<file path="config.mk">
export PLATFORM = sky130hd
export DESIGN_NAME = jt10_adpcma_rombridge
export DESIGN_NICKNAME = d
export VERILOG_FILES = /design/src/rtl/jt10_adpcma_rombridge.sv
export SDC_FILE = /design/constraint.sdc
export NUM_CORES = 1
export LEC_CHECK = 0
export BUFFER_PORTS_ARGS = -buffer_cell sky130_fd_sc_hd__buf_2
export CAP_MARGIN = 20
export CORE_MARGIN = 1.5
export CORE_UTILIZATION = 25
export DETAILED_ROUTE_END_ITERATION = 10
export GPL_ROUTABILITY_DRIVEN = 1
export MAX_ROUTING_LAYER = met4
export PLACE_DENSITY = 0.48
export SYNTH_ARGS = -nofsm -noshare
export SYNTH_HDL_FRONTEND = slang
export SYNTH_SLANG_ARGS = --single-unit
</file>
<file path="constraint.sdc">
create_clock -name clk -period 2.4 [get_ports clk]
set_input_delay 0 -clock clk [delete_from_list [all_inputs] [get_ports clk]]
set_output_delay 0 -clock clk [all_outputs]
set_load 0.03 [all_outputs]
</file>
<file path="src/rtl/jt10_adpcma_rombridge.sv">
// ADPCM-A ROM bridge: turns the byte-wide ADPCM-A ROM port into word-wide
// external memory reads. A one-entry word cache returns the second byte of a
// word without another external access.
module jt10_adpcma_rombridge (
   input  logic        rst,
   input  logic        clk,
   input  logic        cen,
   input  logic [19:0] addr,
   input  logic [3:0]  bank,
   input  logic        roe_n,
   input  logic        flush,
   input  logic        clr_ovr,
   output logic [7:0]  datain,
   output logic [22:0] rom_addr,
   output logic        rom_cs,
   input  logic        rom_ok,
   input  logic [15:0] rom_data,
   output logic        overrun
);

   typedef enum logic [1:0] {IDLE, ISSUE, WAIT} state_t;

   state_t      state, nxt_state;
   logic        roe_q;
   logic        bsel_q;
   logic [22:0] tag;
   logic [15:0] cdata;
   logic        valid;

   logic [23:0] a24;
   logic [22:0] word;
   logic        bsel_now;
   logic        req;
   logic        hit;
   logic        do_hit, do_issue, do_fill, set_ovr;

   // cen only keeps this block aligned with the driver pipeline
   logic unused_cen;
   assign unused_cen = cen;

   assign a24      = {bank, addr};
   assign word     = a24[23:1];
   assign bsel_now = a24[0];
   assign req      = roe_q & ~roe_n;
   // A request that coincides with flush must miss
   assign hit      = valid & (tag == word) & ~flush;
   // The external request is high for the whole ISSUE/WAIT span and drops
   // with the asynchronous reset of the state register
   assign rom_cs   = (state != IDLE);

   // State register
   always_ff @(posedge clk or posedge rst) begin
      if (rst) state <= IDLE;
      else     state <= nxt_state;
   end

   // Next-state decode and one-cycle action strobes
   always_comb begin
      nxt_state = state;
      do_hit    = 1'b0;
      do_issue  = 1'b0;
      do_fill   = 1'b0;
      set_ovr   = 1'b0;
      case (state)
         IDLE: begin
            if (req) begin
               if (hit) begin
                  do_hit = 1'b1;
               end else begin
                  do_issue  = 1'b1;
                  nxt_state = ISSUE;
               end
            end
         end
         ISSUE: begin
            // rom_ok here may be left over from the previous access
            if (req) begin
               do_issue  = 1'b1;
               set_ovr   = 1'b1;
               nxt_state = ISSUE;
            end else begin
               nxt_state = WAIT;
            end
         end
         WAIT: begin
            // A new request supersedes the pending one, even if ok arrives now
            if (req) begin
               do_issue  = 1'b1;
               set_ovr   = 1'b1;
               nxt_state = ISSUE;
            end else if (rom_ok) begin
               do_fill   = 1'b1;
               nxt_state = IDLE;
            end
         end
         default: nxt_state = IDLE;
      endcase
   end

   // Address latch, cache contents, returned byte and overrun flag
   always_ff @(posedge clk or posedge rst) begin
      if (rst) begin
         roe_q    <= 1'b1;
         bsel_q   <= 1'b0;
         rom_addr <= 23'd0;
         datain   <= 8'd0;
         tag      <= 23'd0;
         cdata    <= 16'd0;
         valid    <= 1'b0;
         overrun  <= 1'b0;
      end else begin
         roe_q <= roe_n;
         if (do_issue) begin
            rom_addr <= word;
            bsel_q   <= bsel_now;
         end
         if (do_hit)
            datain <= bsel_now ? cdata[15:8] : cdata[7:0];
         if (do_fill) begin
            datain <= bsel_q ? rom_data[15:8] : rom_data[7:0];
            tag    <= rom_addr;
            cdata  <= rom_data;
         end
         // flush wins over a fill finishing on the same clock
         if (flush)        valid <= 1'b0;
         else if (do_fill) valid <= 1'b1;
         // a new overrun wins over a simultaneous clear
         if (set_ovr)      overrun <= 1'b1;
         else if (clr_ovr) overrun <= 1'b0;
      end
   end

endmodule

</file>
# ---- Yosys cells after proc, flatten, opt, wreduce, memory -nomap -nowiden
# Cells that the tools add are included.
dict set report word_totals {
  ff_bits 76
  elab_cells 52
}
dict set report op_classes {
  eq_ne 6
  mux 25
  n_bitwise 5
  reduce_logical 7
}
# op count
set op_table {}
lappend op_table {{$mux W8} 4}
lappend op_table {{$eq A23 B23 Y1} 1}
lappend op_table {{$mux W1} 14}
lappend op_table {{$mux W2} 5}
lappend op_table {{$reduce_bool A2 Y1} 4}
lappend op_table {{$pmux W2 S3} 1}
lappend op_table {{$ne A2 B2 Y1 const B} 2}
lappend op_table {{$and A1 B1 Y1} 3}
lappend op_table {{$ne A3 B3 Y1 const B} 1}
lappend op_table {{$reduce_and A3 Y1} 1}
lappend op_table {{$eq A2 B1 Y1 const B} 1}
lappend op_table {{$eq A2 B2 Y1 const B} 1}
lappend op_table {{$logic_not A2 Y1} 1}
lappend op_table {{$not A1 Y1} 2}
lappend op_table {{$pmux W1 S2} 1}
lappend op_table {{$reduce_or A2 Y1} 1}

# ---- Depth between registers and ports, before layout
dict set report depth {
  depth_word 8
  ltp_mapped 8
}

# ---- Least setup slack after synthesis
# No wires, ideal clock.
dict set report synth_path {
  path_type {flip-flop to flip-flop}
  from {reg state[0]}
  to {reg datain[0]}
  setup_time_ns 0.142
  arrival_ns 1.963
  slack_ns 0.295
  path_stages_with_launch 9
  path_buffers 2
  cell_sequence {dfrtp_1 inv_1 ha_1 buf_2 inv_1 nor4_2 and2_1 buf_2 o221ai_1}
}
dict set report synth_between {
  elab_chain_cells 3
  word_cells_on_any_way 6
  cone_classes {eq/ne: 1; mux: 3; reduce/logical: 2}
}
# item line_no
set synth_lines {}
lappend synth_lines {{start, declared} 23} ;# state_t state, nxt_state;
lappend synth_lines {{start signal, assigned} 54} ;# else state <= nxt_state;
lappend synth_lines {{$eq A2 B2 Y1 or $logic_not A2 Y1 (tied branches)} 64} ;# case (state)
lappend synth_lines {{$mux W1} 64}
lappend synth_lines {{$mux W8 or $reduce_bool A2 Y1 (tied branches)} --}
lappend synth_lines {{end signal, assigned} 118} ;# datain <= bsel_now ? cdata[15:8] : cdata[7:0];
lappend synth_lines {{end signal, assigned} 120} ;# datain <= bsel_q ? rom_data[15:8] : rom_data[7:0];
lappend synth_lines {{end, declared} 13} ;# output logic [7:0] datain,
# Several ways; a longest one is shown, not always the timed one.
# A chain may end at the register's enable or synchronous reset.

# ---- Worst setup path after layout
dict set report layout_path {
  from {reg tag[1]}
  to {reg rom_addr[0]}
}
dict set report layout_between {
  elab_chain_cells 6
}
# item line_no
set layout_lines {}
lappend layout_lines {{start, declared} 26} ;# logic [22:0] tag;
lappend layout_lines {{start signal, assigned} 121} ;# tag <= rom_addr;
lappend layout_lines {{$eq A23 B23 Y1} 46} ;# assign hit = valid & (tag == word) & ~flush;
lappend layout_lines {{$and A1 B1 Y1 (2 in a row)} 46}
lappend layout_lines {{$mux W1} 67} ;# if (hit) begin
lappend layout_lines {{$mux W1} 66} ;# if (req) begin
lappend layout_lines {{$pmux W1 S2} 64}
lappend layout_lines {{end signal, assigned} 114} ;# rom_addr <= word;
lappend layout_lines {{end, declared} 14} ;# output logic [22:0] rom_addr,
# No other way between the ends.

==> impl_metrics.prom <==
# TYPE chip_impl_metric gauge
chip_impl_info{name="status",value="finished clean"} 1
chip_impl_info{name="grt_most_used_layer",value="met2"} 1
chip_impl_metric{name="die_area",unit="mm²"} 0.0181
chip_impl_metric{name="post_cts_hold_buffer_count",unit=""} 20
chip_impl_metric{name="met3_usage",unit="%"} 3.97
chip_impl_metric{name="final.min_clock_period",unit="ns"} 2.19
chip_impl_metric{name="first_global_vias",unit=""} 4092
chip_impl_metric{name="synthesis.nets",unit=""} 536
chip_impl_metric{name="post_dp_hpwl",unit="µm"} 8640
chip_impl_metric{name="power_switching",unit="mW"} 3.22
chip_impl_metric{name="postSynthCellCount",unit=""} 485
chip_impl_info{name="clockRootBuffer",value="clkbuf_16"} 1
chip_impl_metric{name="ys_seq_area_share",unit="%"} 44.1
chip_impl_metric{name="path_max_fanout",unit=""} 17
chip_impl_metric{name="crit_arrival",unit="ns"} 2.47
chip_impl_info{name="min-delay-path-class",value="input port to flop"} 1
chip_impl_metric{name="numPortBuffers",unit=""} 78
chip_impl_metric{name="area_growth",unit="%"} 27.6
chip_impl_metric{name="finish.net_count",unit=""} 621
chip_impl_metric{name="post_cts_sizing",unit=""} 0
chip_impl_metric{name="leakage",unit="nW"} 2.55
chip_impl_metric{name="drt_iter0_markers",unit=""} 165
chip_impl_metric{name="power.share.switching",unit="%"} 43.6
chip_impl_metric{name="worst_slew_margin_relative_to_its_limit",unit="%"} 51.5
chip_impl_metric{name="syn_area",unit="mm²"} 0.00432
chip_impl_metric{name="power_per_cell_area",unit="mW/mm²"} 1340
chip_impl_metric{name="global_route.usage.total",unit="%"} 15.7
chip_impl_metric{name="power_frac_comb",unit="%"} 46.8
chip_impl_metric{name="wirelength",unit="µm"} 13100
chip_impl_metric{name="totalNegativeSetupSlack",unit="ns"} 0
chip_impl_metric{name="finish.instance_area",unit="mm²"} 0.00551
chip_impl_metric{name="max_cap_violations",unit=""} 0
chip_impl_metric{name="synth-warning-count",unit=""} 0
chip_impl_metric{name="clock_power_share",unit="%"} 20.8
chip_impl_metric{name="antenna_cells",unit=""} 0
chip_impl_metric{name="cts_htree_levels",unit=""} 3
chip_impl_metric{name="fin_crit_sh",unit="%"} 91.1
chip_impl_metric{name="detailedRoute.firstPassIterationCount",unit=""} 4
chip_impl_info{name="synth_area_leaders",value="dfrtp_1 43%, nand2_1 9.0%, nand3_1 5.8%"} 1
chip_impl_metric{name="vias_after_detailed_routing",unit=""} 3992
chip_impl_metric{name="grt_util_met1",unit="%"} 19.6
chip_impl_metric{name="clk_pin_slew_worst_paths",unit="ns"} 0.06
chip_impl_metric{name="timing_max_transition_violations_final",unit=""} 0
chip_impl_metric{name="report.final.hold_viol_count",unit=""} 0
chip_impl_metric{name="syn_area_per_cell",unit="µm²"} 8.90
chip_impl_metric{name="initial_core_util",unit="%"} 25.8
chip_impl_metric{name="crit_required",unit="ns"} 2.68
chip_impl_metric{name="pin_slew_with_the_least_headroom_to_its_limit",unit="ns"} 0.727
chip_impl_metric{name="timing.clock.skew",unit="ns"} 0.0106
chip_impl_metric{name="die_h",unit="µm"} 134
chip_impl_metric{name="postCtsSetupBuffers",unit=""} 0
chip_impl_metric{name="grt_pass1_wl",unit="µm"} 21400
chip_impl_metric{name="final_critical_path_setup_slack",unit="ns"} 0.213
chip_impl_metric{name="vdd_drop_max",unit="V"} 0.000533
chip_impl_metric{name="drt_via_density",unit=""} 5.02
chip_impl_metric{name="cell_internal_pwr",unit="mW"} 4.16
chip_impl_metric{name="place.gp.congestion",unit=""} 0.769
chip_impl_metric{name="tritoncts.num_buffers",unit=""} 9
chip_impl_metric{name="detail-route-antenna-nets",unit=""} 0
chip_impl_metric{name="netlist-cell-type-count",unit=""} 35
chip_impl_metric{name="dpl_worst_slack",unit="ns"} 0.242
chip_impl_metric{name="synth_seq_cells",unit=""} 76
chip_impl_metric{name="sequentialPowerShare",unit="%"} 32.4
chip_impl_info{name="rsz0062_at_grt",value="false"} 1
chip_impl_metric{name="clock.fmax",unit="MHz"} 457
chip_impl_metric{name="layout-drive-gt1-share",unit="%"} 24.9
chip_impl_metric{name="die_w",unit="µm"} 134
chip_impl_metric{name="grt_start_max_net_pins",unit=""} 87
chip_impl_metric{name="antenna_found_initial",unit=""} 0
chip_impl_metric{name="floorplan.rows",unit=""} 47
chip_impl_metric{name="post-route-drc-count",unit=""} 0
chip_impl_metric{name="placedInstanceArea",unit="mm²"} 0.00497
chip_impl_info{name="cts_tree",value="yes"} 1
chip_impl_metric{name="synth_top_area_share",unit="%"} 43.5
chip_impl_metric{name="cts_max_path_buffers",unit=""} 2
chip_impl_metric{name="grt_util_met2",unit="%"} 24.9
chip_impl_metric{name="setup-violations-final",unit=""} 0
chip_impl_metric{name="wire_length_per_cell",unit="µm"} 16.5
chip_impl_metric{name="insertion_delay",unit="ns"} 0.35
chip_impl_metric{name="cts.sinks",unit=""} 76
chip_impl_metric{name="hold-worst-slack",unit="ns"} 0.0491
chip_impl_info{name="yosys.area.top_type",value="dfrtp_1"} 1
chip_impl_metric{name="core_region_area",unit="mm²"} 0.0167
chip_impl_metric{name="grt-ovfl-total",unit=""} 0
chip_impl_info{name="crit_path_start_kind",value="flop"} 1
chip_impl_info{name="endpoint_kind",value="flop"} 1
chip_impl_metric{name="overall_power_of_the_completed_layout",unit="mW"} 7.38
chip_impl_metric{name="top_level_ports",unit=""} 80
chip_impl_info{name="timing_worst_setup_path_type",value="flop to flop"} 1
metal layers:
layer	vias up	wire length [µm]
li1	1899	-
met4	0	207
met2	130	6170
met1	1944	5900
met3	19	852
met5	-	0
layout by cell type (no fill, tap or decap), types with 3 or more instances in the layout:
cell type / n
a21oi_1: 25
a311o_1: 10
a311o_2: 14
buf_12: 4
buf_2: 78
buf_4: 15
clkbuf_16: 9
clkbuf_8: 3
clkinv_2: 3
dfrtp_1: 75
dlygate4sd3_1: 20
ha_1: 4
inv_1: 30
mux2_2: 8
mux2i_1: 8
nand2_1: 103
nand3_1: 49
nand4_1: 14
o21ai_0: 24
o221ai_1: 8
o311ai_0: 24
xnor2_1: 23
path summary, 6_finish.rpt:
check / endpoint / slack (ns) / startpoint / cells past startpoint
worst min-delay path: rom_addr[17] / 0.05 / addr[18] / 4
worst min register to register: cdata[7] / 0.47 / cdata[7] / 2
min in group asynchronous: cdata[12] / 0.30 / rst / 3
worst max-delay path: rom_addr[0] / 0.21 / tag[1] / 7
worst max register to register: rom_addr[0] / 0.21 / tag[1] / 7
max in group asynchronous: cdata[0] / 1.34 / rst / 4
cells by family (layout without fill, tap and decap cells):
| kind of cell | Yosys count | count (layout) | synth area share (%) |
|---|---|---|---|
| muxes | 16 | 16 | 3.94 |
| DFF | 76 | 76 | 44.1 |
| and+or+nand+nor | 183 | 183 | 19.4 |
| adders and majority gates | 4 | 4 | 1.16 |
| buffers and inverters | 74 | 164 | 7.80 |
| xor gates and xnor gates | 23 | 23 | 4.67 |
| AOI/OAI and AO/OA | 109 | 109 | 19.0 |
cells in the mapped netlist (all sizes together):
cell type,number
a32o,1
a311o,24
o221ai,8
buf,12
a41o,1
o21ai,24
a31o,1
ha,4
xnor2,23
nand3,50
nand2,103
nand4,14
dfstp,1
mux2i,8
o22ai,1
mux2,8
and2,2
nor3,1
nand2b,2
nor4,2
a21oi,25
inv,31
nand3b,1
o311ai,24
nor2,4
nor2b,2
and3,1
dfrtp,75
or3,1
clkbuf,31
power by group through the flow:
| stage | logic, mW | registers (mW) | clock network [mW] |
|---|---|---|---|
| after floorplan | 2.00 | 2.80 | 0 |
| after global placement | 3.35 | 2.38 | 0 |
| after detailed placement | 3.46 | 2.41 | 0 |
| after CTS | 3.49 | 2.40 | 1.58 |
| after global routing | 3.82 | 2.49 | 1.62 |
| final | 3.45 | 2.39 | 1.53 |
area by class of cell:
cell class	count	area, µm²
clock buffers	12	267
clock inverters	4	70.1
fillers	1770	11200
inverters	31	118
multi-input cells	335	2090
flip-flops and latches	76	1900
well taps	220	275
repair buffers	117	783
worst max-delay path, stage by stage (launching register included):
cell and delay, ns:
dfrtp_1 0.39, xnor2_1 0.24, nand4_1 0.19, nor4_4 0.38, buf_12 0.19, and2_1 0.32
buf_4 0.23, a311o_2 0.17
through the flow:
stage          utilization, %  instances
2_1_floorplan               -        485
3_3_place_gp             29.8        759
3_5_place_dp             29.8        759
4_1_cts                  33.0        795
5_1_grt                  33.0        795
6_report                 33.0        795
state kept, by name, summed over array words and instances, names as in the netlist:
register / flops
rom_addr: 23
tag: 23
cdata: 16
datain: 8
state: 2
bsel_q: 1
overrun: 1
roe_q: 1
valid: 1
No activity file was read; power rests on OpenSTA's default activity.
